--- config.mk ---
export PLATFORM = sky130hd
export DESIGN_NAME = uart_tx_serializer
export DESIGN_NICKNAME = d
export VERILOG_FILES = /design/src/rtl/uart_pkg.sv /design/src/rtl/uart_bit_index.sv /design/src/rtl/uart_tx_serializer.sv
export SDC_FILE = /design/constraint.sdc
export NUM_CORES = 1
export LEC_CHECK = 0
export CAP_MARGIN = 10
export CORE_MARGIN = 5
export CORE_UTILIZATION = 25
export DETAILED_ROUTE_END_ITERATION = 10
export GPL_TIMING_DRIVEN = 0
export PLACE_DENSITY = 0.48
export SLEW_MARGIN = 20
export SYNTH_ARGS = -nofsm -noshare
export SYNTH_HDL_FRONTEND = slang
export SYNTH_SLANG_ARGS = --single-unit
--- constraint.sdc ---
create_clock -name clk -period 1.5 [get_ports clk]
set_clock_uncertainty 0.05 [all_clocks]
set_input_delay 0.15 -clock clk [delete_from_list [all_inputs] [get_ports clk]]
set_output_delay 0.15 -clock clk [all_outputs]
set_load 0.01 [all_outputs]
--- src/rtl/uart_pkg.sv ---
// ============================================================================
// Package     : uart_pkg
// Description : Shared definitions for the UART transmit serializer: the FSM
//               state encoding and the serial-line level constants.
// Revision    : 1.0  initial release
// ============================================================================
`default_nettype none

package uart_pkg;

  // FSM state encoding (3 bits covers all five states)
  typedef logic [2:0] uart_state_t;

  localparam uart_state_t ST_IDLE   = 3'd0;
  localparam uart_state_t ST_START  = 3'd1;
  localparam uart_state_t ST_DATA   = 3'd2;
  localparam uart_state_t ST_PARITY = 3'd3;
  localparam uart_state_t ST_STOP   = 3'd4;

  // Serial line levels: mark (idle / stop) and space (start)
  localparam logic LINE_IDLE  = 1'b1;
  localparam logic LINE_START = 1'b0;

endpackage : uart_pkg

`default_nettype wire

--- src/rtl/uart_bit_index.sv ---
// ============================================================================
// Module      : uart_bit_index
// Description : Loadable up-counter with terminal-count flag. Reused for the
//               data-bit index and for counting stop bits. The count never
//               moves past the supplied terminal value.
// Revision    : 1.0  initial release
// ============================================================================
`default_nettype none

module uart_bit_index
  import uart_pkg::*;
#(
  parameter int WIDTH = 3
) (
  input  logic             clk,
  input  logic             reset,
  input  logic             load,     // restart the count at zero
  input  logic             advance,  // step by one (ignored at terminal)
  input  logic [WIDTH-1:0] last,     // terminal value for the current phase
  output logic             at_last
);

  logic [WIDTH-1:0] count;

  // Count register: load wins over advance; advance saturates at terminal
  always_ff @(posedge clk or posedge reset) begin
    if (reset) begin
      count <= '0;
    end else if (load) begin
      count <= '0;
    end else if (advance && !at_last) begin
      count <= count + 1'b1;
    end
  end

  assign at_last = (count == last);

endmodule : uart_bit_index

`default_nettype wire

--- src/rtl/uart_tx_serializer.sv ---
// ============================================================================
// Module      : uart_tx_serializer
// Description : Frames one DATA_WIDTH-bit word onto a serial line, LSB first:
//               start bit, data bits, optional even-parity bit, stop bit(s).
//               Bit timing comes only from the one-cycle bit_tick pulse of an
//               external tick counter, which this block enables via baud_en
//               while a frame is in flight.
//               Optional feature macro: UART_TX_PARITY_EN (adds parity bit).
// Revision    : 1.0  initial release
// ============================================================================
`default_nettype none

module uart_tx_serializer
  import uart_pkg::*;
#(
  parameter int DATA_WIDTH = 8,
  parameter int STOP_BITS  = 1
) (
  input  logic                  clk,
  input  logic                  reset,
  input  logic [DATA_WIDTH-1:0] tx_data,
  input  logic                  tx_valid,
  output logic                  tx_ready,
  input  logic                  bit_tick,
  output logic                  baud_en,
  output logic                  tx_line,
  output logic                  busy,
  output logic                  tx_done
);

  // Index must hold DATA_WIDTH-1 and STOP_BITS-1; at least one bit wide
  localparam int IDX_W = (DATA_WIDTH > 1) ? $clog2(DATA_WIDTH) : 1;
  localparam logic [IDX_W-1:0] DATA_LAST = IDX_W'(DATA_WIDTH - 1);
  localparam logic [IDX_W-1:0] STOP_LAST = IDX_W'(STOP_BITS - 1);

  uart_state_t           state;
  logic [DATA_WIDTH-1:0] shreg;
  logic                  line_r;
  logic                  done_r;
  logic                  accept;

  logic                  idx_load;
  logic                  idx_adv;
  logic [IDX_W-1:0]      idx_last;
  logic                  idx_at_last;

  // Ready is a decode of the state register, so no input reaches an output
  // without passing through a flop.
  assign tx_ready = (state == ST_IDLE);
  assign busy     = ~tx_ready;
  assign baud_en  = (state != ST_IDLE);
  assign tx_line  = line_r;
  assign tx_done  = done_r;
  assign accept   = tx_valid && tx_ready;

  // Index control: restart at each phase entry, step on ticks in DATA/STOP
  always_comb begin
    idx_last = (state == ST_STOP) ? STOP_LAST : DATA_LAST;
    idx_adv  = bit_tick && ((state == ST_DATA) || (state == ST_STOP));
    idx_load = (state == ST_IDLE) ||
               (bit_tick && ((state == ST_START) || (state == ST_PARITY) ||
                             ((state == ST_DATA) && idx_at_last)));
  end

  uart_bit_index #(
    .WIDTH (IDX_W)
  ) u_bit_index (
    .clk     (clk),
    .reset   (reset),
    .load    (idx_load),
    .advance (idx_adv),
    .last    (idx_last),
    .at_last (idx_at_last)
  );

`ifdef UART_TX_PARITY_EN
  logic parity_r;

  // Even parity of the accepted word, captured alongside it
  always_ff @(posedge clk or posedge reset) begin
    if (reset) begin
      parity_r <= 1'b0;
    end else if (accept) begin
      parity_r <= ^tx_data;
    end
  end
`endif

  // Frame FSM: each non-idle state holds the line until a tick is sampled.
  // The word is shifted right as each bit is presented, so shreg[0] is
  // always the next data bit to drive.
  always_ff @(posedge clk or posedge reset) begin
    if (reset) begin
      state  <= ST_IDLE;
      shreg  <= '0;
      line_r <= LINE_IDLE;
      done_r <= 1'b0;
    end else begin
      done_r <= 1'b0;
      case (state)
        ST_IDLE: begin
          // A tick arriving here is deliberately ignored
          if (accept) begin
            shreg  <= tx_data;
            line_r <= LINE_START;
            state  <= ST_START;
          end
        end
        ST_START: begin
          if (bit_tick) begin
            line_r <= shreg[0];
            shreg  <= shreg >> 1;
            state  <= ST_DATA;
          end
        end
        ST_DATA: begin
          if (bit_tick) begin
            if (!idx_at_last) begin
              line_r <= shreg[0];
              shreg  <= shreg >> 1;
            end else begin
`ifdef UART_TX_PARITY_EN
              line_r <= parity_r;
              state  <= ST_PARITY;
`else
              line_r <= LINE_IDLE;
              state  <= ST_STOP;
`endif
            end
          end
        end
`ifdef UART_TX_PARITY_EN
        ST_PARITY: begin
          if (bit_tick) begin
            line_r <= LINE_IDLE;
            state  <= ST_STOP;
          end
        end
`endif
        ST_STOP: begin
          if (bit_tick && idx_at_last) begin
            done_r <= 1'b1;
            state  <= ST_IDLE;
          end
        end
        default: begin
          line_r <= LINE_IDLE;
          state  <= ST_IDLE;
        end
      endcase
    end
  end

endmodule : uart_tx_serializer

`default_nettype wire

Word-level counts from Yosys, hierarchy flattened. Index checks and enable logic that the tools add are counted.

Equal/unequal tests: 11. Reduce and logical (&&, ||, !) cells: 18. $add $sub $neg: 1. Multiplexer cells: 21. Bitwise operators: 2.

Operators by type and width (number): $mux W8 (4); $mux W3 (8); $pmux W8 S3 (1); $pmux W3 S4 (1); $reduce_and A5 Y1 (2); $ne A2 B2 Y1 const B (4); $eq A3 B2 Y1 const B (2); $logic_and A1 B1 Y1 (6); $mux W1 (6); $reduce_bool A3 Y1 (2); $logic_or A1 B1 Y1 (4); $ne A2 B1 Y1 const B (2); $pmux W1 S4 (1); $reduce_and A4 Y1 (1); $add A3 B1 Y3 const B (1); $eq A3 B1 Y1 const B (1); $eq A3 B3 Y1 (1); $eq A3 B3 Y1 const B (1); $logic_not A3 Y1 (1); $not A1 Y1 (2); $reduce_bool A2 Y1 (1); $logic_not A1 Y1 (1).

Flip-flop bits (word level): 16.

Logic depth before layout (Yosys ltp). Gate-level depths: netlist of the first run.

Depth in word-level cells: 8. Gate-level depth with buffers: 5.

Hierarchy. A second synthesis of the first run with hierarchy kept.

Cell total of the unflattened synthesis: 106. Area total of the unflattened synthesis: 999.7 um^2.

Modules (own cells, without submodules): uart_tx_serializer (seq. area each 326.6 um^2, cells each 78, area each 743.2 um^2, times used 1); uart_bit_index (seq. area each 75.1 um^2, cells each 28, area each 256.5 um^2, times used 1).

Least setup slack after synthesis of the first run. Ideal clock, no wire load.

Path type: flip-flop to flip-flop. Start point: register state[1]. End point: register shreg[0]. Buffers on the path: 1. Data arrival time: 1429 ps. Clock period less this slack: 1607 ps. Slack: -107 ps. Data required time: 1322 ps. Stages on the path, launching flop included: 6. Library setup time: 128 ps. Cell sequence: dfrtp_1 > buf_6 > xnor2_4 > nor2_4 > mux2_2 > mux2_1.

Longest elaborated chain between the ends: 5. Elaborated cells on any way between the ends: 14. Classes of those cells: eq/ne (8); mux (2); reduce/logical (4).

RTL lines: from (decl) (line uart_tx_serializer.sv:36) `uart_state_t state;`; from (signal assigned) (line uart_tx_serializer.sv:94) `state <= ST_IDLE;`; from (signal assigned) (line uart_tx_serializer.sv:106) `state <= ST_START;`; from (signal assigned) (line uart_tx_serializer.sv:113) `state <= ST_DATA;`; $eq A3 B3 Y1 (line uart_tx_serializer.sv:58) `idx_last = (state == ST_STOP) ? STOP_LAST : DATA_LAST;`; $mux W3 (line uart_tx_serializer.sv:58); $eq A3 B3 Y1 (line uart_bit_index.sv:36) `assign at_last = (count == last);`; $ne A2 B2 Y1 (no line); $reduce_and A5 Y1 (no line); to (signal assigned) (line uart_tx_serializer.sv:104) `shreg <= tx_data;`; to (signal assigned) (line uart_tx_serializer.sv:112) `shreg <= shreg >> 1;`; to (signal assigned) (line uart_tx_serializer.sv:120) `shreg <= shreg >> 1;`; to (decl) (line uart_tx_serializer.sv:37) `logic [DATA_WIDTH-1:0] shreg;`.

Parallel ways exist; a longest one is shown, timed or not. A chain may end at the register's enable or synchronous reset.

Final worst setup path of the first run.
Start point: register state[0]. End point: register shreg[4].

Same word-level chain as after synthesis.

==> results.txt, run 1 <==
status -> complete, but fails checks
failing checks -> negative setup slack
startpoint types -> register
Power Dens Cells -> 2150 mW/mm2
Leak -> 0.701 nW
number of clock sinks -> 16
DRC viols -> 0
first-pass iteration count of the detailed router -> 4
core area -> 0.00374 mm2
register clock-pin slew on the reported worst setup and hold paths -> 0.06 ns
CP Max Fanout -> 8
port bufs -> 16
CP bufs+invs -> 2
EDFF count, synth -> 0
final core utilization -> 40.8%
Seq/Total Area, Yosys -> 40.8%
die area -> 0.00529 mm2
syn_nets -> 102
Die Wd -> 72.7 um
synth top area cells -> dfrtp_1 (38%), mux2_1 (8.0%), mux2_2 (8.0%), a21oi_1 (3.1%), mux2i_1 (3.1%)
final setup vio count -> 15
worst IR drop on VDD -> 0.506 mV
Max-Cap Viols -> 0
Top cell by count, worst path -> mux2_4
most frequent cell after synthesis -> dfrtp_1
WL final -> 2.25 mm
Max Slew Vio Count -> 0
Reg-to-Reg Start -> state[0]$_DFFE_PP0P_
Die H -> 72.7 um
Final Wtd Congestion -> 0.716
Final HPWL DP -> 1.44 mm
Switch Pwr -> 0.00105 W
RSZ-0062 raised after global routing -> true
syn avg cell area -> 11.0 um2
worst min-delay path class -> input pin to asynchronous set/reset pin
Antenna Nets Post-Route -> 0
post-synthesis cell count -> 89
Yosys cell types -> 36
Final #Nets -> 141
via count -> 796
std cell rows -> 22
Power Total -> 0.00329 W
critical path's top delay family -> multiplexers
GRT Util Overall -> 9.44%
Tmin final -> 1.67 ns
sw frac -> 31.9%
H-Tree Depth -> 1
largest net degree at the start of global routing -> 17
Clock Path Buffers -> 2
clk root buf -> clkbuf_8
Fmax -> 0.600 GHz
crit path kind -> register to register
CTS Buf Count -> 3
Clock Power Share -> 11.6%
Crit path largest cell delay -> 0.43 ns
fillers -> 392
Vias/cell -> 4.55
post-route setup slack -> -0.165 ns
per-cell routed wire length -> 12.8 um
CTS tree -> yes
Yosys top cell area share -> 38.2%
Synth top cells by count -> dfrtp_1 (15), mux2_1 (7), mux2_2 (7)
Antenna diodes -> 0
Seq pwr share -> 21.5%
Int Power -> 0.00224 W
DRT iter0 DRCs -> 14
R2R depth -> 6
first-pass GRT wire length -> 3.99 mm
Clock Latency Late Sink -> 0.25 ns
R2R Path End -> shreg[4]$_DFFE_PP0P_
Worst Tran Pin Value -> 0.634 ns
layout cells sized above 1 -> 48.0%
Synthesis Warnings -> 0
Period Utilization, post-route -> 111%
Synth Cell Area -> 983 um2
flops & latches, synth -> 16
Ports -> 17
vias in the first global route -> 860
CP Cell Sequence -> buf_6, xnor2_4, nor2_4, buf_12, mux2_4, mux2_4
Synth async-reset ratio -> 100%
Yosys top cell by area -> dfrtp_1
Initial Utilization -> 26.3%
Worst slew margin -> 57.7%
initial antenna violation count -> 0
Post-synth top flop -> dfrtp_1
Crit path required time -> 1.58 ns
Post-CTS Hold Fix Bufs -> 0
combinational power share -> 66.9%
area grow syn2layout -> 55.5%
CP max stage cell -> dfrtp_2
CP Capture Type -> register
Remaining Overflow, GRT -> 0
Hold Vio Cnt, Final -> 0
Critical Path AT -> 1.75 ns
R2R Setup Slk -> -0.17 ns
## repair_timing
action	CTS	global route
pin swaps	7	4
setup endpoints to repair	15	16
gates resized for setup	42	6
buffers inserted	15	5
## worst reg2reg max path, cell delays in order, from the launching register on
cell,delay [ns]
dfrtp_2,0.43
buf_6,0.14
xnor2_4,0.12
nor2_4,0.10
buf_12,0.14
mux2_4,0.30
mux2_4,0.27
## per-layer routing
| metal | part of all wire (%) | routed length [um] | vias up | track usage [%] |
|---|---|---|---|---|
| li1 | - | - | 390 | - |
| met5 | 0 | 0 | - | 0 |
| met2 | 43 | 972 | 15 | 13.4 |
| met4 | 1.3 | 29 | 0 | 3.89 |
| met3 | 5.0 | 112 | 2 | 2.34 |
| met1 | 50 | 1130 | 389 | 13.5 |
## worst max-delay path by stage
stage,slack [ns],endpoint,startpoint,cells after the start
after floorplan,-0.11,shreg[0]$_DFFE_PP0P_,state[1]$_DFFE_PP0P_,5
after global placement,-0.42,busy,state[2]$_DFFE_PP0P_,4
after detailed placement,-0.44,busy,state[2]$_DFFE_PP0P_,4
after CTS,-0.24,shreg[4]$_DFFE_PP0P_,state[0]$_DFFE_PP0P_,7
after global routing,-0.21,shreg[3]$_DFFE_PP0P_,state[0]$_DFFE_PP0P_,6
final,-0.17,shreg[4]$_DFFE_PP0P_,state[0]$_DFFE_PP0P_,6
## through the flow
stage / hold slack (ns) / TNS, ns / setup WS (ns) / area, um2 / cells
final: 0.232 / -1.62 / -0.165 / 1530 / 175
after global routing: 0.309 / -2.51 / -0.213 / 1530 / 175
after CTS: 0.261 / -2.34 / -0.240 / 1490 / 172
after detailed placement: 0.429 / -5.03 / -0.444 / 1200 / 153
after global placement: 0.422 / -4.89 / -0.425 / 1200 / 153
after floorplan: 0.0130 / -0.747 / -0.107 / 983 / 89
## area by class of cell
| class | instances | area (um2) | area share [%] |
|---|---|---|---|
| clock buffers | 4 | 55.1 | 3.60 |
| well taps | 48 | 60.1 | 3.93 |
| repair buffers | 35 | 340 | 22.3 |
| multi-input cells | 63 | 604 | 39.5 |
| inverters | 5 | 18.8 | 1.23 |
| flip-flops and latches | 16 | 403 | 26.4 |
| plain buffers | 4 | 47.5 | 3.11 |
## power groups by stage
stage / logic [W] / clock network [W] / registers (W)
finish: 0.00220 / 0.000381 / 0.000708
floorplan: 0.00102 / 0 / 0.000698
global route: 0.00235 / 0.000423 / 0.000730
CTS: 0.00212 / 0.000399 / 0.000695
detailed placement: 0.00134 / 0 / 0.000716
global placement: 0.00132 / 0 / 0.000712
## cell families (layout without fill, tap and decap cells)
family,count (synthesis),count (layout),synth area share [%]
AO/OA/AOI/OAI,16,16,11.5
AND/OR/NAND/NOR,27,27,17.8
adder cells (fa/ha/maj),1,1,1.27
multiplexers,17,17,19.1
flip-flops,16,16,40.8
XOR/XNOR,2,2,3.69
buffers and inverters,10,48,5.85
## layout by cell type, fill, tap and decap left out, drive strengths merged
cell type      instances
and3                   1
dlygate4sd2            1
nand2                  4
clkdlybuf4s50         11
a211o                  1
or2                    1
o21bai                 1
nor2b                  1
buf                   25
clkbuf                 5
o21a                   1
nor3                   4
a22oi                  1
ha                     1
nor4                   1
o32a                   1
nor2                   6
nand2b                 2
inv                    5
nor4b                  1
o21ai                  4
mux2                  14
o22a                   1
xnor2                  1
dlymetal6s2s           1
nand4bb                2
xor2                   1
dfrtp                 15
dfstp                  1
mux2i                  3
nand3b                 1
a21oi                  6
or3                    3
## flip-flops by register name, summed over array words and instances, names as in the netlist
name,count
state,3
u_bit_index.count,3
shreg,8
tx_line,1
tx_done,1
Power figures use the tool's default switching activity.
==> run 2: changes to the inputs <==
- CAP_MARGIN: 10 -> not set
==> results of run 2 <==
Final layout, timing and power as in run 1 (identical DEF).
==> run 3: changes to the inputs <==
- SLEW_MARGIN: 20 -> 10
==> results of run 3 <==
Final layout, timing and power as in run 1 (identical DEF).
